`src/rtl/bp_output_error_sequencer_pkg.sv`:
```
// Shared definitions for the back-propagation layer sequencers:
// FSM state encoding and the default subtractor latency.
package bp_output_error_sequencer_pkg;

  typedef enum logic [1:0] {
    ST_IDLE  = 2'd0,
    ST_ISSUE = 2'd1,
    ST_DRAIN = 2'd2,
    ST_DONE  = 2'd3
  } bp_seq_state_e;

  localparam int BP_SEQ_SUB_LATENCY = 7;

endpackage

```
`src/rtl/bp_output_error_sequencer.sv`:
```
// Output-layer error sequencer: reads node/expected pairs, feeds the shared FP32
// subtractor and writes in-order results to the error buffer. Optional DRAIN watchdog: BP_SEQ_WATCHDOG_EN.
module bp_output_error_sequencer
  import bp_output_error_sequencer_pkg::*;
#(
  parameter int DATA_WIDTH  = 32,
  parameter int NUM_NODES   = 4,
  parameter int ADDR_WIDTH  = 2,
  parameter int SUB_LATENCY = BP_SEQ_SUB_LATENCY
) (
  input  logic                  clk,
  input  logic                  rst_n,
  input  logic                  i_start,
  output logic                  o_busy,
  output logic                  o_done,
  output logic                  o_rd_en,
  output logic [ADDR_WIDTH-1:0] o_rd_addr,
  input  logic [DATA_WIDTH-1:0] i_rd_data_node,
  input  logic [DATA_WIDTH-1:0] i_rd_data_expected,
  output logic                  o_sub_valid,
  output logic [DATA_WIDTH-1:0] o_sub_data_node,
  output logic [DATA_WIDTH-1:0] o_sub_data_expected,
  input  logic                  i_sub_valid,
  input  logic [DATA_WIDTH-1:0] i_sub_data,
  output logic                  o_wr_en,
  output logic [ADDR_WIDTH-1:0] o_wr_addr,
  output logic [DATA_WIDTH-1:0] o_wr_data
`ifdef BP_SEQ_WATCHDOG_EN
  ,
  output logic                  o_timeout
`endif
);

  // Write counter must be able to hold NUM_NODES itself to mark "all results in".
  localparam int CNT_W = $clog2(NUM_NODES + 1);
  localparam logic [CNT_W-1:0]      WR_ALL     = CNT_W'(NUM_NODES);
  localparam logic [ADDR_WIDTH-1:0] LAST_ISSUE = ADDR_WIDTH'(NUM_NODES - 1);

  bp_seq_state_e          state_reg, state_next;
  logic [ADDR_WIDTH-1:0]  issue_cnt_reg;
  logic [CNT_W-1:0]       wr_cnt_reg;
  logic                   sub_valid_reg;
  logic                   wr_en_reg;
  logic [ADDR_WIDTH-1:0]  wr_addr_reg;
  logic [DATA_WIDTH-1:0]  wr_data_reg;
  logic                   sub_accept;
  logic                   timeout_hit;

  assign sub_accept = i_sub_valid
                    && (state_reg == ST_ISSUE || state_reg == ST_DRAIN)
                    && (wr_cnt_reg < WR_ALL);

`ifdef BP_SEQ_WATCHDOG_EN
  localparam int WD_W = $clog2(SUB_LATENCY + 5) + 1;
  localparam logic [WD_W-1:0] WD_LIMIT = WD_W'(SUB_LATENCY + 4);

  logic [WD_W-1:0] idle_cnt_reg;

  // idle_cnt_reg + 1 is the number of result-free DRAIN cycles including this one.
  assign timeout_hit = (state_reg == ST_DRAIN) && !i_sub_valid
                     && (wr_cnt_reg != WR_ALL)
                     && (idle_cnt_reg + WD_W'(1) == WD_LIMIT);
  assign o_timeout   = timeout_hit;

  always_ff @(posedge clk or negedge rst_n) begin
    if (!rst_n) begin
      idle_cnt_reg <= '0;
    end else if (i_sub_valid || state_reg != ST_DRAIN) begin
      idle_cnt_reg <= '0;
    end else begin
      idle_cnt_reg <= idle_cnt_reg + WD_W'(1);
    end
  end
`else
  assign timeout_hit = 1'b0;
`endif

  always_comb begin
    state_next = state_reg;
    case (state_reg)
      ST_IDLE:  if (i_start) state_next = ST_ISSUE;
      ST_ISSUE: if (issue_cnt_reg == LAST_ISSUE) state_next = ST_DRAIN;
      ST_DRAIN: begin
        if (wr_cnt_reg == WR_ALL) begin
          state_next = ST_DONE;
        end else if (timeout_hit) begin
          state_next = ST_IDLE;
        end
      end
      ST_DONE:  state_next = ST_IDLE;
      default:  state_next = ST_IDLE;
    endcase
  end

  always_ff @(posedge clk or negedge rst_n) begin
    if (!rst_n) begin
      state_reg     <= ST_IDLE;
      issue_cnt_reg <= '0;
      wr_cnt_reg    <= '0;
      sub_valid_reg <= 1'b0;
      wr_en_reg     <= 1'b0;
      wr_addr_reg   <= '0;
      wr_data_reg   <= '0;
    end else begin
      state_reg     <= state_next;
      issue_cnt_reg <= (state_reg == ST_ISSUE && state_next == ST_ISSUE)
                       ? issue_cnt_reg + ADDR_WIDTH'(1) : '0;
      sub_valid_reg <= (state_reg == ST_ISSUE);
      wr_en_reg     <= sub_accept;
      // Results come back in issue order, so the write count is the node index.
      if (state_reg == ST_IDLE) begin
        wr_cnt_reg <= '0;
      end else if (sub_accept) begin
        wr_cnt_reg <= wr_cnt_reg + CNT_W'(1);
      end
      if (sub_accept) begin
        wr_addr_reg <= ADDR_WIDTH'(wr_cnt_reg);
        wr_data_reg <= i_sub_data;
      end
    end
  end

  assign o_busy              = (state_reg != ST_IDLE);
  assign o_done              = (state_reg == ST_DONE);
  assign o_rd_en             = (state_reg == ST_ISSUE);
  assign o_rd_addr           = o_rd_en ? issue_cnt_reg : '0;
  assign o_sub_valid         = sub_valid_reg;
  // Operands are masked so they read zero whenever they are not being presented.
  assign o_sub_data_node     = sub_valid_reg ? i_rd_data_node     : '0;
  assign o_sub_data_expected = sub_valid_reg ? i_rd_data_expected : '0;
  assign o_wr_en             = wr_en_reg;
  assign o_wr_addr           = wr_addr_reg;
  assign o_wr_data           = wr_data_reg;

endmodule

```
`config.mk`:
```
export PLATFORM = sky130hd
export DESIGN_NAME = bp_output_error_sequencer
export DESIGN_NICKNAME = d
export VERILOG_FILES = /design/src/rtl/bp_output_error_sequencer_pkg.sv /design/src/rtl/bp_output_error_sequencer.sv
export SDC_FILE = /design/constraint.sdc
export NUM_CORES = 1
export LEC_CHECK = 0
export BUFFER_PORTS_ARGS = -buffer_cell sky130_fd_sc_hd__buf_4
export CORE_MARGIN = 2
export CORE_UTILIZATION = 34
export CTS_CLUSTER_DIAMETER = 100
export DETAILED_ROUTE_END_ITERATION = 16
export GPL_ROUTABILITY_DRIVEN = 0
export GPL_TIMING_DRIVEN = 0
export PLACE_DENSITY = 0.88
export SYNTH_ARGS = -nofsm -noshare
export SYNTH_HDL_FRONTEND = slang
export SYNTH_SLANG_ARGS = --single-unit
export TNS_END_PERCENT = 30
```
`constraint.sdc`:
```
create_clock -name clk -period 1.6 [get_ports clk]
set_clock_uncertainty 0.05 [all_clocks]
set_input_delay 0.32 -clock clk [delete_from_list [all_inputs] [get_ports clk]]
set_output_delay 0.32 -clock clk [all_outputs]
set_load 0.01 [all_outputs]
```
==> impl_metrics.env <==
export IMPL_run_status="complete, but fails checks"
export IMPL_violations="setup timing"
export IMPL_cts_root_buffer="clkbuf_8"
export IMPL_synth_area_leaders="dfrtp_1 (49%), and2_1 (19%), mux2_2 (15%)"
export IMPL_max_stage_delay_ps=460
export IMPL_grt_pass1_vias=2500
export IMPL_drtIter0Drc=71
export IMPL_die_w_microns=84.7
export IMPL_path_common_cell="buf_6"
export IMPL_holdWs_ps=198
export IMPL_drive_above_1_share_pct=72.1
export IMPL_clockBufferDepth=2
export IMPL_core_area_sq_um=6310
export IMPL_rows=29
export IMPL_endpoint="o_sub_data_node[17]"
export IMPL_r2r_start="state_reg[0]$_DFF_PN0_"
export IMPL_die_area_sq_um=7170
export IMPL_ys_flop_type="dfrtp_1"
export IMPL_yosys_area_top_type="dfrtp_1"
export IMPL_synth_cell_types=26
export IMPL_clkTransAtPathRegs_ps=90
export IMPL_critPathLaunchType="flop"
export IMPL_vdd_drop_max_uv=1190
export IMPL_fin_crit_sh_pct=103
export IMPL_syn_nets=300
export IMPL_slowest_stage="dfrtp_2"
export IMPL_drc=0
export IMPL_setup_tns_ps=-792
export IMPL_hold_viol=0
export IMPL_synthAdderAreaFrac_pct=4.52
export IMPL_htreeDepth=2
export IMPL_grt_max_degree=44
export IMPL_routed_wl_microns=8690
export IMPL_grt_total_usage_pct=23.8
export IMPL_synth_area_sq_um=2210
export IMPL_via_per_inst=4.62
export IMPL_max_cap_violations=0
export IMPL_r2r_cells=6
export IMPL_initial_core_util_pct=35.1
export IMPL_port_buffers=204
export IMPL_first_pass_iters=4
export IMPL_muxShareOfSynthArea_pct=17.2
export IMPL_p_leak_nw=2.28
export IMPL_max_freq_mhz=609
export IMPL_ys_seq_elements=43
export IMPL_synth_edf_count=0
export IMPL_hold_path_class="in2reg"
export IMPL_synthXorXnorAreaFrac_pct=0.395
export IMPL_maxSlewHeadroom_pct=64.4
export IMPL_seq_area_frac_synth_pct=48.6
export IMPL_criticalPathCategory="reg2out"
export IMPL_grt_first_pass_wirelength_microns=13200
export IMPL_synth_avg_cell_area_sq_um=11.5
export IMPL_ys_warn_count=0
export IMPL_cts_tree="done"
export IMPL_wire_per_inst_microns=17.6
export IMPL_synth_top_family_by_area="simple AND/OR/NAND/NOR gates"
export IMPL_numCtsBuffers=5
export IMPL_synthArstFlopShare_pct=100
export IMPL_cp_max_fo=6
export IMPL_setup_ws_ps=-43.3
export IMPL_dp_hpwl_microns=6910
export IMPL_powerDensity_nw_per_um2=1800
export IMPL_arrival_ps=1270
export IMPL_setup_viol=39
export IMPL_crit_required_ps=1230
export IMPL_cp_end_kind="output port"
export IMPL_ff2ff_setup_slack_ps=-20
export IMPL_clk_latency_ps=300
export IMPL_fp_dieH_microns=84.7
export IMPL_clock_sinks=43
export IMPL_fin_util_pct=68.8
export IMPL_syn_inst=192
export IMPL_tightest_slew_ps=534
export IMPL_n_antenna_cell=0
export IMPL_r2r_end="o_wr_data[24]$_DFFE_PN0P_"
export IMPL_drtAntennaViolNets=0
export IMPL_synth_compound_area_share_pct=4.01
export IMPL_nNetsFinal=523
export IMPL_synth_top_area_share_pct=48.6
export IMPL_place_area_sq_um=3850
export IMPL_startpoint="o_sub_valid$_DFF_PN0_"
export IMPL_pin_count=205
export IMPL_rsz0062_at_grt="true"
export IMPL_areaGrowthSynthToFinish_pct=96.2
export IMPL_antenna_found_initial=0
export IMPL_vias=2277
export IMPL_overflow=0
export IMPL_largest_reg_flops=32
export IMPL_pre_cts_slack_ps=-84.2
export IMPL_final_area_sq_um=4350
export IMPL_cp_cell_sequence="buf_6 -> buf_8 -> and2_4 -> buf_6"
export IMPL_yosys_area_share_simple_pct=21.4
export IMPL_final_max_slew_violation_count=0
export IMPL_period_minus_slack_ps=1640
[cell families after synthesis]
family / count (synthesis)
compound gates: 13
flops: 43
mux: 33
fa+ha+maj: 8
buf+inv: 18
simple gates: 76
xor+xnor: 1
[routing by layer]
metal | GRT usage [%] | wire [microns] | vias up
li1 | - | - | 1068
met1 | 28.0 | 3200 | 1082
met2 | 43.4 | 4590 | 115
met3 | 5.60 | 686 | 12
met4 | 6.20 | 213 | 0
met5 | 0 | 0 | -
[repair_timing]
| action | 4_1_cts | 5_1_grt |
|---|---|---|
| setup buffers | 5 | 5 |
| hold endpoints to repair | 43 | 0 |
| pin swaps | 2 | 1 |
| hold buffers | 1 | 0 |
| gates cloned | 2 | 1 |
| resized for setup | 73 | 13 |
| setup endpoints to repair | 93 | 93 |
[synth_stat cells (all sizes together), types with 2 or more instances]
library cell,instances
buf,5
o21ai,4
mux2,32
nand2,3
dfrtp,43
ha,8
clkbuf,7
inv,6
and2,66
o21a,2
nor2,3
[critical path: cells and delay by family (launching register included)]
| kind | cells | cell delay [ps] |
|---|---|---|
| buffers and inverters | 3 | 390 |
| DFF | 1 | 460 |
| and+or+nand+nor | 1 | 130 |
[placed cells by master (no fill, tap or decap), types with 2 or more instances in the layout]
cell and count:
buf_8 6, inv_2 2, nor2_1 3, ha_1 6, and2_4 24, o21ai_0 4, buf_6 29, clkbuf_8 5
o21a_1 2, clkbuf_4 2, ha_4 2, dfrtp_2 2, and2_1 42, buf_4 187, inv_1 3, nand2_1 3
dfrtp_1 41, mux2_4 3, mux2_2 29
[worst min-delay path by stage]
stage	from	to	depth (start not counted)	slack (ps)
3_5_place_dp	rst_n	o_wr_data[18]$_DFFE_PN0P_	1	300
6_report	i_sub_data[10]	o_wr_data[10]$_DFFE_PN0P_	2	200
5_1_grt	i_sub_data[11]	o_wr_data[11]$_DFFE_PN0P_	2	200
3_3_place_gp	rst_n	o_wr_data[19]$_DFFE_PN0P_	1	290
4_1_cts	i_sub_data[26]	o_wr_data[26]$_DFFE_PN0P_	2	190
2_1_floorplan	rst_n	issue_cnt_reg[0]$_DFF_PN0_	0	-30
[area by class of cell]
class / instances / area (sq um)
flip-flops and latches: 43 / 1080
fillers: 482 / 1970
plain buffers: 10 / 110
well taps: 77 / 96.3
inverters: 6 / 25.0
multi-input cells: 131 / 1140
clock buffers: 5 / 68.8
clock inverters: 3 / 43.8
repair buffers: 218 / 1790
[power by group]
part / internal (W) / switching [W] / total [W] / leakage, nW
combinational: 0.00298 / 0.00206 / 0.00504 / 1.71
clock: 0.000465 / 0.000386 / 0.000851 / 0.0581
sequential: 0.00161 / 0.000315 / 0.00193 / 0.517
[through the flow]
step / instances / power [W]
6_report: 493 / 0.00782
5_1_grt: 493 / 0.00828
4_1_cts: 487 / 0.00759
3_5_place_dp: 473 / 0.00610
3_3_place_gp: 473 / 0.00598
2_1_floorplan: 192 / 0.00392
No activity file was read; power rests on OpenSTA's default activity.
